<file path="config.mk">
export PLATFORM = sky130hd
export DESIGN_NAME = pipeline_ctrl_flat
export DESIGN_NICKNAME = d
export VERILOG_FILES = /design/src/rtl/pipeline_ctrl_if.sv /design/src/rtl/pipeline_ctrl.sv /design/src/flat_wrapper.sv
export SDC_FILE = /design/constraint.sdc
export NUM_CORES = 1
export LEC_CHECK = 0
export BUFFER_PORTS_ARGS = -buffer_cell sky130_fd_sc_hd__buf_2
export CAP_MARGIN = 20
export CORE_UTILIZATION = 35
export DETAILED_ROUTE_END_ITERATION = 10
export PLACE_DENSITY = 0.65
export SLEW_MARGIN = 20
export SYNTH_ARGS = -nofsm -noshare
export SYNTH_HDL_FRONTEND = slang
export SYNTH_SLANG_ARGS = --single-unit
</file>
<file path="constraint.sdc">
create_clock -name clk -period 2.8 [get_ports clk]
set_input_delay 0.28 -clock clk [delete_from_list [all_inputs] [get_ports clk]]
set_output_delay 0.28 -clock clk [all_outputs]
set_load 0.01 [all_outputs]
</file>
<file path="src/rtl/pipeline_ctrl_if.sv">
// Hazard/flow control bundle between the pipeline stages and pipeline_ctrl.
//   Inputs to the controller : icache/muldiv/dcache ready, EX redirect target,
//                              per-stage block flags and the EX branch flag.
//   Outputs of the controller: one control code per stage and cache, plus the
//                              redirect target for the PC stage.
//   master modport: the controller side.  slave modport: the pipeline side.
interface pipeline_ctrl_if #(
   parameter int unsigned CTRL_W = 2,
   parameter int unsigned ADDR_W = 32
);

   // Status from the pipeline and caches
   logic              icache_ready_i;
   logic              muldiv_ready_i;
   logic              dcache_ready_i;
   logic [ADDR_W-1:0] ex_pc_new_i;
   logic              if_id_block_flag_i;
   logic              ex_branch_flag_i;
   logic              ex_block_flag_i;
   logic              mem_block_flag_i;

   // Control codes back to the pipeline and caches
   logic [CTRL_W-1:0] ctrl_signal_pc_o;
   logic [CTRL_W-1:0] ctrl_signal_if_id_o;
   logic [CTRL_W-1:0] ctrl_signal_id_ex_o;
   logic [CTRL_W-1:0] ctrl_signal_muldiv_o;
   logic [CTRL_W-1:0] ctrl_signal_ex_mem_o;
   logic [CTRL_W-1:0] ctrl_signal_mem_wb_o;
   logic [ADDR_W-1:0] ctrl_to_pc_new_o;
   logic [CTRL_W-1:0] ctrl_signal_icache_o;
   logic [CTRL_W-1:0] ctrl_signal_dcache_o;

   modport master (
      input  icache_ready_i, muldiv_ready_i, dcache_ready_i, ex_pc_new_i,
             if_id_block_flag_i, ex_branch_flag_i, ex_block_flag_i,
             mem_block_flag_i,
      output ctrl_signal_pc_o, ctrl_signal_if_id_o, ctrl_signal_id_ex_o,
             ctrl_signal_muldiv_o, ctrl_signal_ex_mem_o, ctrl_signal_mem_wb_o,
             ctrl_to_pc_new_o, ctrl_signal_icache_o, ctrl_signal_dcache_o
   );

   modport slave (
      output icache_ready_i, muldiv_ready_i, dcache_ready_i, ex_pc_new_i,
             if_id_block_flag_i, ex_branch_flag_i, ex_block_flag_i,
             mem_block_flag_i,
      input  ctrl_signal_pc_o, ctrl_signal_if_id_o, ctrl_signal_id_ex_o,
             ctrl_signal_muldiv_o, ctrl_signal_ex_mem_o, ctrl_signal_mem_wb_o,
             ctrl_to_pc_new_o, ctrl_signal_icache_o, ctrl_signal_dcache_o
   );

endinterface

</file>
<file path="src/rtl/pipeline_ctrl.sv">
// Central hazard/flow controller for the 5-stage RV32 pipeline.
// Each cycle arbitrates MEM, EX and fetch stalls against EX redirects and
// drives one control code per stage/cache (RUN/STALL/FLUSH/JUMP) plus the PC
// redirect target. A redirect that the icache could not take is remembered
// and replayed until the icache is ready.
// Ports:
//   clk  - clock
//   rst  - synchronous active-high reset
//   bus  - pipeline_ctrl_if.master: status inputs and control-code outputs
// Control-code outputs are combinational from the inputs and the pending
// redirect state.
module pipeline_ctrl #(
   parameter int unsigned       CTRL_W   = 2,
   parameter int unsigned       ADDR_W   = 32,
   parameter logic [ADDR_W-1:0] RESET_PC = 32'h0000_0000
) (
   input  logic                 clk,
   input  logic                 rst,
   pipeline_ctrl_if.master      bus
);

   // Control codes
   localparam logic [CTRL_W-1:0] RUN   = CTRL_W'(2'b00);
   localparam logic [CTRL_W-1:0] STALL = CTRL_W'(2'b01);
   localparam logic [CTRL_W-1:0] FLUSH = CTRL_W'(2'b10);
   localparam logic [CTRL_W-1:0] JUMP  = CTRL_W'(2'b11);

   // Redirect-tracking states
   localparam logic [0:0] S_IDLE = 1'b0;
   localparam logic [0:0] S_PEND = 1'b1;

   logic [0:0]        state_q, state_d;
   logic [ADDR_W-1:0] pend_pc_q, pend_pc_d;

   logic [CTRL_W-1:0] pc_c, if_id_c, id_ex_c, muldiv_c;
   logic [CTRL_W-1:0] ex_mem_c, mem_wb_c, icache_c, dcache_c;
   logic [ADDR_W-1:0] pc_new_c;

   logic mem_stall_c;
   logic fetch_stall_c;

   // MULDIV readiness is already folded into ex_block_flag_i by EX
   logic unused_muldiv_ready;
   assign unused_muldiv_ready = bus.muldiv_ready_i;

   assign mem_stall_c   = bus.mem_block_flag_i | ~bus.dcache_ready_i;
   assign fetch_stall_c = ~bus.icache_ready_i | bus.if_id_block_flag_i;

   // State register for the pending redirect
   always_ff @(posedge clk) begin
      if (rst) begin
         state_q   <= S_IDLE;
         pend_pc_q <= '0;
      end else begin
         state_q   <= state_d;
         pend_pc_q <= pend_pc_d;
      end
   end

   // Priority arbitration: reset, MEM stall, EX stall, branch, pending
   // redirect, fetch stall, run
   always_comb begin
      state_d   = state_q;
      pend_pc_d = pend_pc_q;
      pc_c      = RUN;
      if_id_c   = RUN;
      id_ex_c   = RUN;
      muldiv_c  = RUN;
      ex_mem_c  = RUN;
      mem_wb_c  = RUN;
      icache_c  = RUN;
      dcache_c  = RUN;
      pc_new_c  = RESET_PC;

      if (rst) begin
         state_d   = S_IDLE;
         pend_pc_d = '0;
         pc_c      = STALL;
         if_id_c   = FLUSH;
         id_ex_c   = FLUSH;
         muldiv_c  = FLUSH;
         ex_mem_c  = FLUSH;
         mem_wb_c  = FLUSH;
         icache_c  = FLUSH;
         dcache_c  = FLUSH;
      end else if (mem_stall_c) begin
         // Whole front freezes; the retiring slot gets a bubble. EX is frozen,
         // so a branch flag here re-presents next cycle.
         pc_c      = STALL;
         if_id_c   = STALL;
         id_ex_c   = STALL;
         muldiv_c  = STALL;
         ex_mem_c  = STALL;
         mem_wb_c  = FLUSH;
         icache_c  = STALL;
         dcache_c  = STALL;
      end else if (bus.ex_block_flag_i) begin
         // Front holds while MULDIV grinds; bubble into MEM
         pc_c      = STALL;
         if_id_c   = STALL;
         id_ex_c   = STALL;
         icache_c  = STALL;
         ex_mem_c  = FLUSH;
      end else if (bus.ex_branch_flag_i) begin
         // Fresh redirect always wins over (and replaces) a pending one
         pc_c      = JUMP;
         pc_new_c  = bus.ex_pc_new_i;
         if_id_c   = FLUSH;
         id_ex_c   = FLUSH;
         icache_c  = FLUSH;
         dcache_c  = FLUSH;
         pend_pc_d = bus.ex_pc_new_i;
         state_d   = bus.icache_ready_i ? S_IDLE : S_PEND;
      end else if (state_q == S_PEND) begin
         // Replay the remembered target until the icache takes it
         pc_c      = JUMP;
         pc_new_c  = pend_pc_q;
         if_id_c   = FLUSH;
         icache_c  = FLUSH;
         if (bus.icache_ready_i) begin
            state_d = S_IDLE;
         end
      end else if (fetch_stall_c) begin
         pc_c      = STALL;
         icache_c  = STALL;
         if_id_c   = FLUSH;
      end
   end

   assign bus.ctrl_signal_pc_o     = pc_c;
   assign bus.ctrl_signal_if_id_o  = if_id_c;
   assign bus.ctrl_signal_id_ex_o  = id_ex_c;
   assign bus.ctrl_signal_muldiv_o = muldiv_c;
   assign bus.ctrl_signal_ex_mem_o = ex_mem_c;
   assign bus.ctrl_signal_mem_wb_o = mem_wb_c;
   assign bus.ctrl_to_pc_new_o     = pc_new_c;
   assign bus.ctrl_signal_icache_o = icache_c;
   assign bus.ctrl_signal_dcache_o = dcache_c;

endmodule

</file>
<file path="src/flat_wrapper.sv">
// flat-port wrapper written by rule: the top's interface ports become plain ports
module pipeline_ctrl_flat 
#(
   parameter int unsigned       CTRL_W   = 2,
   parameter int unsigned       ADDR_W   = 32,
   parameter logic [ADDR_W-1:0] RESET_PC = 32'h0000_0000
)
  (clk, rst, bus_icache_ready_i, bus_muldiv_ready_i, bus_dcache_ready_i, bus_ex_pc_new_i, bus_if_id_block_flag_i, bus_ex_branch_flag_i, bus_ex_block_flag_i, bus_mem_block_flag_i, bus_ctrl_signal_pc_o, bus_ctrl_signal_if_id_o, bus_ctrl_signal_id_ex_o, bus_ctrl_signal_muldiv_o, bus_ctrl_signal_ex_mem_o, bus_ctrl_signal_mem_wb_o, bus_ctrl_to_pc_new_o, bus_ctrl_signal_icache_o, bus_ctrl_signal_dcache_o);
  pipeline_ctrl_if #(.CTRL_W(CTRL_W), .ADDR_W(ADDR_W)) bus_i ();
  input  logic clk;
  input  logic rst;
  input wire logic [$bits(bus_i.icache_ready_i)-1:0] bus_icache_ready_i;
  input wire logic [$bits(bus_i.muldiv_ready_i)-1:0] bus_muldiv_ready_i;
  input wire logic [$bits(bus_i.dcache_ready_i)-1:0] bus_dcache_ready_i;
  input wire logic [$bits(bus_i.ex_pc_new_i)-1:0] bus_ex_pc_new_i;
  input wire logic [$bits(bus_i.if_id_block_flag_i)-1:0] bus_if_id_block_flag_i;
  input wire logic [$bits(bus_i.ex_branch_flag_i)-1:0] bus_ex_branch_flag_i;
  input wire logic [$bits(bus_i.ex_block_flag_i)-1:0] bus_ex_block_flag_i;
  input wire logic [$bits(bus_i.mem_block_flag_i)-1:0] bus_mem_block_flag_i;
  output wire logic [$bits(bus_i.ctrl_signal_pc_o)-1:0] bus_ctrl_signal_pc_o;
  output wire logic [$bits(bus_i.ctrl_signal_if_id_o)-1:0] bus_ctrl_signal_if_id_o;
  output wire logic [$bits(bus_i.ctrl_signal_id_ex_o)-1:0] bus_ctrl_signal_id_ex_o;
  output wire logic [$bits(bus_i.ctrl_signal_muldiv_o)-1:0] bus_ctrl_signal_muldiv_o;
  output wire logic [$bits(bus_i.ctrl_signal_ex_mem_o)-1:0] bus_ctrl_signal_ex_mem_o;
  output wire logic [$bits(bus_i.ctrl_signal_mem_wb_o)-1:0] bus_ctrl_signal_mem_wb_o;
  output wire logic [$bits(bus_i.ctrl_to_pc_new_o)-1:0] bus_ctrl_to_pc_new_o;
  output wire logic [$bits(bus_i.ctrl_signal_icache_o)-1:0] bus_ctrl_signal_icache_o;
  output wire logic [$bits(bus_i.ctrl_signal_dcache_o)-1:0] bus_ctrl_signal_dcache_o;
  assign bus_i.icache_ready_i = bus_icache_ready_i;
  assign bus_i.muldiv_ready_i = bus_muldiv_ready_i;
  assign bus_i.dcache_ready_i = bus_dcache_ready_i;
  assign bus_i.ex_pc_new_i = bus_ex_pc_new_i;
  assign bus_i.if_id_block_flag_i = bus_if_id_block_flag_i;
  assign bus_i.ex_branch_flag_i = bus_ex_branch_flag_i;
  assign bus_i.ex_block_flag_i = bus_ex_block_flag_i;
  assign bus_i.mem_block_flag_i = bus_mem_block_flag_i;
  assign bus_ctrl_signal_pc_o = bus_i.ctrl_signal_pc_o;
  assign bus_ctrl_signal_if_id_o = bus_i.ctrl_signal_if_id_o;
  assign bus_ctrl_signal_id_ex_o = bus_i.ctrl_signal_id_ex_o;
  assign bus_ctrl_signal_muldiv_o = bus_i.ctrl_signal_muldiv_o;
  assign bus_ctrl_signal_ex_mem_o = bus_i.ctrl_signal_ex_mem_o;
  assign bus_ctrl_signal_mem_wb_o = bus_i.ctrl_signal_mem_wb_o;
  assign bus_ctrl_to_pc_new_o = bus_i.ctrl_to_pc_new_o;
  assign bus_ctrl_signal_icache_o = bus_i.ctrl_signal_icache_o;
  assign bus_ctrl_signal_dcache_o = bus_i.ctrl_signal_dcache_o;
  pipeline_ctrl #(.CTRL_W(CTRL_W), .ADDR_W(ADDR_W), .RESET_PC(RESET_PC)) u_core (.clk(clk), .rst(rst), .bus(bus_i));
endmodule
</file>
; Yosys cells after proc, flatten, opt, wreduce, memory -nomap -nowiden
; Cells that the tools add are included.
; W data, S select, Z words.
[totals]
elab_cells = 49
in_bits = 41
ff_bits = 33
output_inout_bits = 48
[classes]
bitwise_logic = 6
muxes = 39
reduce_logical = 2
[op_table]
columns = op, count
row1 = $mux W32, 5
row2 = $mux W2, 29
row3 = $mux W1, 5
row4 = $not A1 Y1, 4
row5 = $reduce_and A3 Y1, 1
row6 = $or A1 B1 Y1, 2
row7 = $reduce_and A2 Y1, 1

; Longest topological paths before layout
; Gate-level depths: netlist (run 1).
[logic_depth]
ltp_word = 8
depth_mapped = 6
ltp_nobuf = 3

; Worst setup path before layout (run 1)
; OpenSTA, ideal clock, no wires.
[synth_path]
kind = in2out
startpoint = input bus_ex_block_flag_i
endpoint = output bus_ctrl_to_pc_new_o[10]
stages = 5
t_arrival_ns = 1.480
path_slack_ns = 1.040
path_buffers = 2
t_required_ns = 2.520
cell_sequence = or3b_4 -> or3_1 -> buf_2 -> buf_6 -> nor2_1
[synth_via]
elab_chain_cells = 3
[synth_rtl]
columns = item, line
row1 = start: declaration, flat_wrapper.sv:18  ; input wire logic [$bits(bus_i.ex_block_flag_i)-1:0] bus_ex_block_flag_i;
row2 = $mux W32, pipeline_ctrl.sv:97  ; end else if (bus.ex_block_flag_i) begin
row3 = $mux W32, pipeline_ctrl.sv:86  ; end else if (mem_stall_c) begin
row4 = $mux W32, pipeline_ctrl.sv:75  ; if (rst) begin
row5 = end: declaration, flat_wrapper.sv:26  ; output wire logic [$bits(bus_i.ctrl_to_pc_new_o)-1:0] bus_ctrl_to_pc_new_o;
; No other way between the ends.

; Final worst setup path (run 1)
[layout_path]
startpoint = input bus_ex_block_flag_i
endpoint = output bus_ctrl_to_pc_new_o[24]
; The elaborated chain is that of the path after synthesis.

==> qor.csv, run 1 <==
stage,metric,value,unit
global_route,met3 usage,4.84,%
die,Die Width,70.8,microns
final_layout,area delta synth->final,31.1,%
final_layout,# diodes,0,
timing,# setup viols final,0,
route,Post-Route WL,3780,microns
timing,RSZ-0062 raised after global routing,false,
route,per-cell routed wire length,12.4,microns
timing,Slew Limit Fails,0,
global_route,overflow left after global routing,0,
global_route,GR peak layer,met2,
pwr,internal cell power,719,uW
global_route,largest net degree at the start of global routing,36,
timing,post-route minimum period,2.25,ns
route,Vias,1491,
cts,clock buffer depth,2,
global_route,gr usage total,15.6,%
cts,Clock transition at path regs,0.06,ns
die,die height,70.8,microns
cts,CTS sink count,33,
pwr,Clk pwr share,34.8,%
final_layout,"Core Util, Final",48.9,%
cts,Root Driver,clkbuf_8,
pwr,Comb pwr share,14.7,%
final_layout,fin nets,292,
run_status,failing checks,design-rule violations,
pwr,register share of total power,50.5,%
cts,Hold Buf Count CTS,0,
die,core area,4440,sq um
cts,CTS tree,yes,
setup_path,critical path endpoint category,output pin,
cts,number of buffers created by CTS,5,
synth,Syn Inst Count,173,
worst_hold_path,Hold Crit Class,input port to register,
pwr,P_leak,0.00112,uW
synth,Yosys warnings,0,
setup_path,WP data required,2.52,ns
timing,period utilization,80.5,%
timing,Slew headroom,60.8,%
route,DRT antenna net count,0,
pwr,Tot Pwr,960,uW
synth,Unique masters post-synth,22,
pwr,Switching Fraction,25.1,%
global_route,first-pass GRT wire length,6220,microns
cts,cts repair resizes,0,
synth,Post-Syn Area,1660,sq um
die,row count,24,
setup_path,Crit Path Category,input port to output pin,
timing,Final Hold Vio Count,0,
placed_design,pre-CTS setup slack,0.538,ns
timing,setup ws final,0.547,ns
synth,average cell area after synthesis,9.58,sq um
setup_path,WP data arrival,1.97,ns
final_layout,Non-Filler Instances,304,
synth,"Net Count, Synth",214,
run_status,outcome,finished with violations,
synth,register area share after synthesis,39.9,%
final_layout,multi-input logic area,865,sq um
cts,Clock Latency Late Sink,0.27,ns
final_layout,share of layout cells above drive strength 1,40.9,%
setup_path,startpoint types,input port,
route,DR iter-0 viols,56,
placed_design,HPWL after DPL,2630,microns
placed_design,GP Congestion,0.729,
timing,fmax,444,MHz
timing,Worst-Margin Slew,0.588,ns
route,Vias/cell,4.90,
global_route,vias in the first global route,1375,
timing,clk_skew,0,ns
setup_path,CP max FO,19,
placed_design,Inst Count DP,296,
cts,Setup Buffers After CTS,0,
global_route,grt met2 use,24.4,%
job,maxcap violations,0,
route,Post-route DRC,10,
die,Starting Density,37.3,%
die,I/O pins,89,
route,First-pass DRT Iterations,7,
synth,Seq cells post-synth,33,
global_route,initial antenna violation count,0,
pwr,VDD IR max,0.000176,V
final_layout,Register Area,661,sq um
pwr,Psw,241,uW
final_layout,filler cell count,424,
cts,Max H-tree Level,2,
pwr,pwr dens,442,nW/um^2
die,Die ar.,5010,sq um
timing,Final TNS setup,0,ns
placed_design,IO Port Bufs,86,
global_route,met1 Use GR,20.9,%
[cell families (layout without fill, tap and decap cells)]
family	after synthesis	after routing	synth area share [%]
AO/OA/AOI/OAI	40	40	19.9
multiplexers	32	32	19.3
flip-flops	33	33	39.9
other	1	1	0.226
buffers and inverters	24	103	8.53
AND/OR/NAND/NOR	43	43	12.1
[through the flow]
stage / hold WS (ns) / cell area, sq um
floorplan: 0.377 / 1660
global placement: 0.461 / 2090
global route: 0.210 / 2170
detailed placement: 0.463 / 2090
CTS: 0.206 / 2170
finish: 0.217 / 2170
[per-layer routing]
metal	share of wire, %	wire (microns)
met5	0	0
met4	0.79	30
met1	48	1830
met2	44	1670
met3	6.6	250
[final timing paths]
check	startpoint	end	slack, ns	cells past startpoint
hold / removal	bus_icache_ready_i	u_core.state_q	0.22	2
hold reg to reg	u_core.pend_pc_q[10]	u_core.pend_pc_q[10]	0.48	1
setup / recovery	bus_ex_block_flag_i	bus_ctrl_to_pc_new_o[24]	0.55	6
setup reg to reg	u_core.state_q	u_core.state_q	2.10	2
[power groups by stage]
stage,Sequential [uW],Clock (uW),Combinational (uW)
final,485,334,141
after global routing,486,376,156
after CTS,485,347,143
after detailed placement,495,0,143
after global placement,495,0,141
after floorplan,494,0,87.8
[Yosys cell counts, drive strengths merged]
master	n	area [sq um]
nand3b	1	7.51
o21ai	1	5.00
dfxtp	33	661
a211oi	1	7.51
clkbuf	6	22.5
or3b	1	11.3
nor3b	2	25.0
conb	1	3.75
a22o	32	280
or3	2	12.5
nor2	35	131
nor2b	1	6.26
inv	3	11.3
a21o	2	15.0
mux2i	32	320
buf	15	108
a21oi	3	15.0
o21bai	1	7.51
nand2b	1	6.26
[worst max-delay path: stages]
cell and delay [ns]:
buf_2 0.12, or3b_4 0.43, or3_1 0.63, buf_12 0.27, nor2_1 0.11, buf_2 0.14
[state kept, by name, indices dropped and copies added, names as in the netlist]
name and count:
u_core.pend_pc_q 32, u_core.state_q 1
[placed cells by master, fill, tap and decap left out]
cell type	synthesis	layout
nor2_1	35	35
a21oi_1	3	2
inv_1	3	3
o21bai_1	1	1
nor3b_4	0	1
buf_2	5	86
nand2b_1	1	1
a22o_1	32	32
clkinv_2	0	2
nor3b_2	2	1
or3_1	2	2
dfxtp_1	33	33
o21ai_0	1	1
buf_4	6	5
a21oi_2	0	1
a211oi_1	1	1
a21o_1	2	2
clkbuf_8	0	5
or3b_4	1	1
nor2b_1	1	1
clkbuf_1	6	1
mux2i_1	32	32
conb_1	1	1
buf_12	0	1
nand3b_1	1	1
[area by class of cell]
| type | instances | area share [%] |
|---|---|---|
| well taps | 52 | 3.00 |
| clock inverters | 2 | 0.461 |
| clock buffers | 6 | 3.34 |
| inverters | 3 | 0.518 |
| multi-input cells | 116 | 39.8 |
| flip-flops and latches | 33 | 30.4 |
| repair buffers | 92 | 22.5 |
No activity file was read; power rests on OpenSTA's default activity.
==> inputs of run 2 (changes only) <==
clock period = 2.3 ns   (was 2.8 ns; I/O delays follow)
==> run 2 against run 1 <==
- the run now ends clean
- clock skew unchanged
- global-route usage decreased by 0.63 points
- non-clock buffer count increased by 2
- core utilization increased by 0.14 points
- clock power increased by 25%
- critical endpoint is now bus_ctrl_to_pc_new_o[13]
- largest power group unchanged
- highest routed layer unchanged
==> qor.csv, run 2 (synthesis results as in run 1) <==
stage,metric,value,unit,change
setup_path,reg2reg end,u_core.state_q,,
global_route,first-pass GRT wire length,5940,microns,-4.5%
final_layout,max reg flops,32,,unchanged
final_layout,# diodes,0,,unchanged
die,Die ar.,5010,sq um,unchanged
setup_path,Crit-path slowest cell,or3b_4,,
placed_design,IO Port Bufs,86,,unchanged
setup_path,WP data required,2.07,ns,-0.45 ns
die,row count,24,,unchanged
pwr,P_leak,0.00113,uW,+0.14%
cts,Setup Buffers After CTS,0,,unchanged
die,I/O pins,89,,unchanged
timing,Hold WS,0.167,ns,-0.0492 ns
placed_design,Inst Count DP,298,,+0.68%
die,core area,4440,sq um,unchanged
worst_hold_path,Hold Crit Class,input port to register,,
route,per-cell routed wire length,12.4,microns,-0.44%
run_status,outcome,"complete, no violations",,
die,die height,70.8,microns,unchanged
route,Post-Route WL,3790,microns,+0.21%
route,DRT antenna net count,0,,unchanged
route,Post-route DRC,0,,-10
timing,period utilization,81.6,%,
final_layout,filler cell count,420,,-0.94%
final_layout,most frequent cells in the layout,"buf_2 (86), nor2_1 (35), dfxtp_1 (33), mux2i_1 (32), a22o_1 (32)",,
global_route,grt met2 use,24.4,%,unchanged
final_layout,Final Cell Area,2180,sq um,+0.29%
pwr,VDD IR max,0.000240,V,+36%
cts,Hold Buf Count CTS,0,,unchanged
route,Vias/cell,4.87,,-0.72%
placed_design,HPWL after DPL,2600,microns,-1.2%
global_route,largest net degree at the start of global routing,26,,-28%
cts,cts repair resizes,0,,unchanged
setup_path,critical path endpoint category,output pin,,
final_layout,share of layout cells above drive strength 1,41.7,%,+0.86 points
global_route,met3 usage,5.56,%,+0.71 points
final_layout,area delta synth->final,31.5,%,
setup_path,CP max stage delay,0.43,ns,-0.20 ns
route,Vias,1490,,-0.067%
cts,CTS sink count,33,,unchanged
worst_hold_path,Worst Hold Launch,bus_icache_ready_i,,
die,Starting Density,37.3,%,unchanged
cts,Clock transition at path regs,0.06,ns,about the same
route,First-pass DRT Iterations,6,,-1
job,maxcap violations,0,,unchanged
pwr,Clk pwr share,35.4,%,+0.6 points
timing,fmax,533,MHz,
die,Die Width,70.8,microns,unchanged
pwr,internal cell power,875,uW,+22%
pwr,register share of total power,50.0,%,-0.5 points
timing,# setup viols final,0,,unchanged
setup_path,Crit Path Category,input port to output pin,,
global_route,gr usage total,15.0,%,-0.63 points
setup_path,worst reg2reg path startpoint,u_core.state_q,,
timing,Final Hold Vio Count,0,,unchanged
cts,Clock Latency Late Sink,0.28,ns,about the same
timing,Final TNS setup,0,ns,unchanged
timing,Slew Limit Fails,0,,unchanged
setup_path,WP data arrival,1.65,ns,-0.32 ns
setup_path,Reg2Reg Depth,2,,unchanged
setup_path,most used cell along the critical path,buf_2,,
placed_design,GP Congestion,0.672,,-7.9%
setup_path,CP max FO,19,,unchanged
cts,Root Driver,clkbuf_8,,
cts,CTS tree,yes,,
placed_design,dpl cell area,2090,sq um,+0.12%
final_layout,Non-Filler Instances,306,,+0.66%
cts,Max H-tree Level,2,,unchanged
route,DR iter-0 viols,71,,+27%
pwr,Comb pwr share,14.6,%,about the same
final_layout,Largest regs,"u_core.pend_pc_q: 32 flops, u_core.state_q: 1 flops",,
pwr,pwr dens,542,nW/um^2,+23%
setup_path,startpoint types,input port,,
final_layout,Largest Register,u_core.pend_pc_q,,
global_route,initial antenna violation count,0,,unchanged
global_route,GR peak layer,met2,,
cts,number of buffers created by CTS,5,,unchanged
setup_path,"reg-to-reg slack, setup",1.64,ns,-0.46 ns
pwr,Psw,306,uW,+27%
cts,clock buffer depth,2,,unchanged
final_layout,fin nets,294,,+0.68%
timing,RSZ-0062 raised after global routing,false,,
global_route,overflow left after global routing,0,,unchanged
worst_hold_path,worst hold path depth,2,,unchanged
pwr,Switching Fraction,25.9,%,+0.80 points
global_route,vias in the first global route,1346,,-2.1%
setup_path,worst path cell trace,buf_2 -> or3b_4 -> or3_1 -> buf_4 -> nor2_1 -> buf_2,,
global_route,met1 Use GR,18.8,%,-2.0 points
final_layout,"most common cell after layout, fill and taps aside",buf_2,,
timing,clk_skew,0,ns,unchanged
timing,post-route minimum period,1.88,ns,
worst_hold_path,Hold Path End,u_core.state_q,,
-- run 2: how the worst max path moves through the flow --
stage                              from                  endpoint  slack [ns]  depth (start not counted)
floorplan           bus_ex_block_flag_i  bus_ctrl_to_pc_new_o[10]        0.64                          5
global placement    bus_ex_block_flag_i  bus_ctrl_to_pc_new_o[24]        0.43                          6
detailed placement  bus_ex_block_flag_i  bus_ctrl_to_pc_new_o[28]        0.43                          6
CTS                 bus_ex_block_flag_i  bus_ctrl_to_pc_new_o[28]        0.42                          6
global route        bus_ex_block_flag_i  bus_ctrl_to_pc_new_o[13]        0.35                          6
finish              bus_ex_block_flag_i  bus_ctrl_to_pc_new_o[13]        0.42                          6
-- run 2: area by class of cell --
type | count | area, sq um | area share (%)
inverter | 3 | 11.3 | 0.517
clock buffer | 5 | 68.8 | 3.16
sequential | 33 | 661 | 30.3
timing repair buffer | 94 | 490 | 22.5
clock inverter | 3 | 17.5 | 0.804
multi-input combinational | 116 | 865 | 39.7
tap | 52 | 65.1 | 2.99
-- run 2: metal layers --
metal  up-vias  wire length [microns]  share of wire, %
li1        768                      -                 -
met1       665                   1820                48
met2        53                   1690                45
met3         4                    252               6.7
met4         0                     29              0.77
met5         -                      0                 0
-- run 2: power groups by stage --
stage	logic, uW	registers, uW	clock network (uW)
3_3_place_gp	173	603	0
3_5_place_dp	174	603	0
6_report	173	590	418
2_1_floorplan	107	601	0
5_1_grt	191	591	465
4_1_cts	175	590	434
-- run 2: critical path, delay by kind of cell --
family,cells,cell delay (ns)
and+or+nand+nor,3,0.94
buffers and inverters,3,0.48
-- run 2: per-stage QoR --
stage	worst slack, ns	util [%]	total power, uW
6_report	0.422	49.0	1180
5_1_grt	0.348	49.0	1250
4_1_cts	0.421	49.0	1200
3_5_place_dp	0.429	47.1	777
3_3_place_gp	0.427	47.1	776
2_1_floorplan	0.640	-	708
==> inputs of run 3 (changes only) <==
PLACE_DENSITY = 0.68   (was 0.65)
clock period = 1.53 ns   (was 2.3 ns; I/O delays follow)
==> run 3 against run 2 <==
- the run now ends with negative setup slack left
- cell count grew 1.3%
- setup slack got worse by 0.51 ns
- sequential share of layout area decreased by 0.79 points
- non-clock buffer count grew 6
- power is 47% higher
- wire length fell by 3.2%
- register-to-register slack got worse by 0.81 ns
- global-route usage decreased by 0.12 points
- flip-flop and latch count did not move
- first-iteration DRC count fell by 14%
- count of clock-buffer cells in the layout unchanged
- critical endpoint is now bus_ctrl_to_pc_new_o[6]
- highest routed layer unchanged
==> qor.csv, run 3 (synthesis results as in run 1) <==
stage,metric,value,unit,change
cts,clock buffer depth,2,,unchanged
placed_design,GP Congestion,0.723,,+7.6%
setup_path,critical path endpoint category,output pin,,
global_route,first-pass GRT wire length,5960,microns,+0.35%
pwr,internal cell power,1310,uW,+50%
timing,fmax,618,MHz,
final_layout,Final Cell Area,2240,sq um,+2.9%
final_layout,Largest regs,"u_core.pend_pc_q: 32 flops, u_core.state_q: 1 flops",,
die,I/O pins,89,,unchanged
timing,Slew Limit Fails,0,,unchanged
route,Vias,1528,,+2.6%
cts,Root Driver,clkbuf_8,,
final_layout,share of layout cells above drive strength 1,44.6,%,+2.8 points
timing,post-route minimum period,1.62,ns,
timing,# setup viols final,32,,+32
final_layout,most frequent cells in the layout,"buf_2 (86), nor2_1 (32), mux2i_1 (32), a22o_1 (32), dfxtp_1 (32)",,
timing,Final Hold Vio Count,0,,unchanged
cts,number of buffers created by CTS,5,,unchanged
final_layout,max reg flops,32,,unchanged
final_layout,"most common cell after layout, fill and taps aside",buf_2,,
final_layout,Largest Register,u_core.pend_pc_q,,
cts,Clock transition at path regs,0.06,ns,about the same
global_route,vias in the first global route,1324,,-1.6%
cts,Max H-tree Level,2,,unchanged
final_layout,# diodes,0,,unchanged
run_status,outcome,finished with violations,,
route,First-pass DRT Iterations,6,,unchanged
route,DR iter-0 viols,61,,-14%
final_layout,area delta synth->final,35.3,%,
global_route,gr usage total,14.9,%,-0.12 points
route,Vias/cell,4.93,,+1.2%
run_status,failing checks,negative setup slack,,
pwr,Comb pwr share,15.9,%,+1.3 points
worst_hold_path,Hold Crit Class,input port to register,,
cts,CTS sink count,33,,unchanged
pwr,Switching Fraction,24.4,%,-1.5 points
die,Starting Density,37.3,%,unchanged
setup_path,WP data required,1.38,ns,-0.69 ns
timing,setup ws final,-0.0872,ns,-0.509 ns
cts,CTS tree,yes,,
timing,RSZ-0062 raised after global routing,true,,
final_layout,fin nets,300,,+2.0%
setup_path,CP max FO,17,,-2
cts,Hold Buf Count CTS,0,,unchanged
job,maxcap violations,0,,unchanged
die,row count,24,,unchanged
global_route,initial antenna violation count,0,,unchanged
global_route,overflow left after global routing,0,,unchanged
pwr,Tot Pwr,1740,uW,+47%
die,Die ar.,5010,sq um,unchanged
pwr,pwr dens,775,nW/um^2,+43%
pwr,register share of total power,51.1,%,+1.1 points
setup_path,WP data arrival,1.46,ns,-0.19 ns
die,Die Width,70.8,microns,unchanged
pwr,Clk pwr share,33.0,%,-2.4 points
die,die height,70.8,microns,unchanged
pwr,P_leak,0.00116,uW,+2.8%
route,per-cell routed wire length,11.8,microns,-4.4%
placed_design,dpl cell area,2140,sq um,+2.2%
setup_path,Crit Path Category,input port to output pin,,
route,Post-route DRC,0,,unchanged
pwr,Psw,424,uW,+39%
global_route,largest net degree at the start of global routing,18,,-31%
die,core area,4440,sq um,unchanged
route,Post-Route WL,3670,microns,-3.2%
cts,Clock Latency Late Sink,0.27,ns,about the same
pwr,VDD IR max,0.000347,V,+45%
timing,clk_skew,0,ns,unchanged
route,DRT antenna net count,0,,unchanged
setup_path,startpoint types,input port,,
cts,Setup Buffers After CTS,0,,unchanged
placed_design,HPWL after DPL,2640,microns,+1.5%
placed_design,IO Port Bufs,86,,unchanged
timing,period utilization,106,%,
==> run 3: changes by cell type in the layout (fill, tap and decap cells not counted), sizes merged <==
cell	previous run	this run
buf	94	100
clkinv	2	1
clkinvlp	1	0
==> run 3: area by class of cell <==
class / count / area (sq um)
multi-input cells: 116 / 882
inverters: 3 / 11.3
clock buffers: 5 / 68.8
fillers: 429 / 2200
well taps: 52 / 65.1
repair buffers: 100 / 547
flip-flops and latches: 33 / 662
clock inverters: 1 / 5.00
==> run 3: through the flow <==
step | util (%) | hold WS [ns] | cells | setup TNS [ns] | setup slack (ns)
floorplan | - | 0.250 | 173 | 0 | 0.0244
global placement | 48.1 | 0.367 | 304 | -2.75 | -0.108
detailed placement | 48.1 | 0.377 | 304 | -2.86 | -0.136
CTS | 50.1 | 0.0845 | 310 | -1.92 | -0.0801
global route | 50.4 | 0.0946 | 310 | -3.22 | -0.120
finish | 50.4 | 0.0876 | 310 | -1.94 | -0.0872
==> run 3: metal layers <==
| layer | track usage (%) | routed length, microns | vias to the layer above |
|---|---|---|---|
| li1 | - | - | 778 |
| met1 | 20.0 | 1770 | 690 |
| met2 | 23.1 | 1640 | 55 |
| met3 | 3.99 | 224 | 5 |
| met4 | 5.33 | 35 | 0 |
| met5 | 0 | 0 | - |
==> run 3: critical path, cell delays in order <==
cell    delay [ns]
buf_2         0.11
or3b_4        0.39
or3_4         0.39
buf_6         0.17
nor2_1        0.12
buf_2         0.14
==> run 3: timing repair <==
item | in CTS | in global routing
pin swaps | 1 | 0
resized for setup | 5 | 4
setup endpoints to repair | 34 | 34
hold endpoints to repair | 0 | 0
==> run 3: final timing paths <==
check	startpoint	endpoint	slack (ns)	depth (start not counted)
setup / recovery	bus_ex_block_flag_i	bus_ctrl_to_pc_new_o[6]	-0.09	6
hold / removal	bus_icache_ready_i	u_core.state_q	0.09	2
setup reg to reg	u_core.state_q	u_core.state_q	0.83	2
hold reg to reg	u_core.pend_pc_q[18]	u_core.pend_pc_q[18]	0.48	1
==> run 3: power by group through the flow <==
| stage | clock network [uW] | registers [uW] | logic [uW] |
|---|---|---|---|
| 2_1_floorplan | 0 | 904 | 161 |
| 3_3_place_gp | 0 | 906 | 270 |
| 3_5_place_dp | 0 | 906 | 272 |
| 4_1_cts | 597 | 887 | 276 |
| 5_1_grt | 630 | 890 | 304 |
| 6_report | 574 | 888 | 276 |
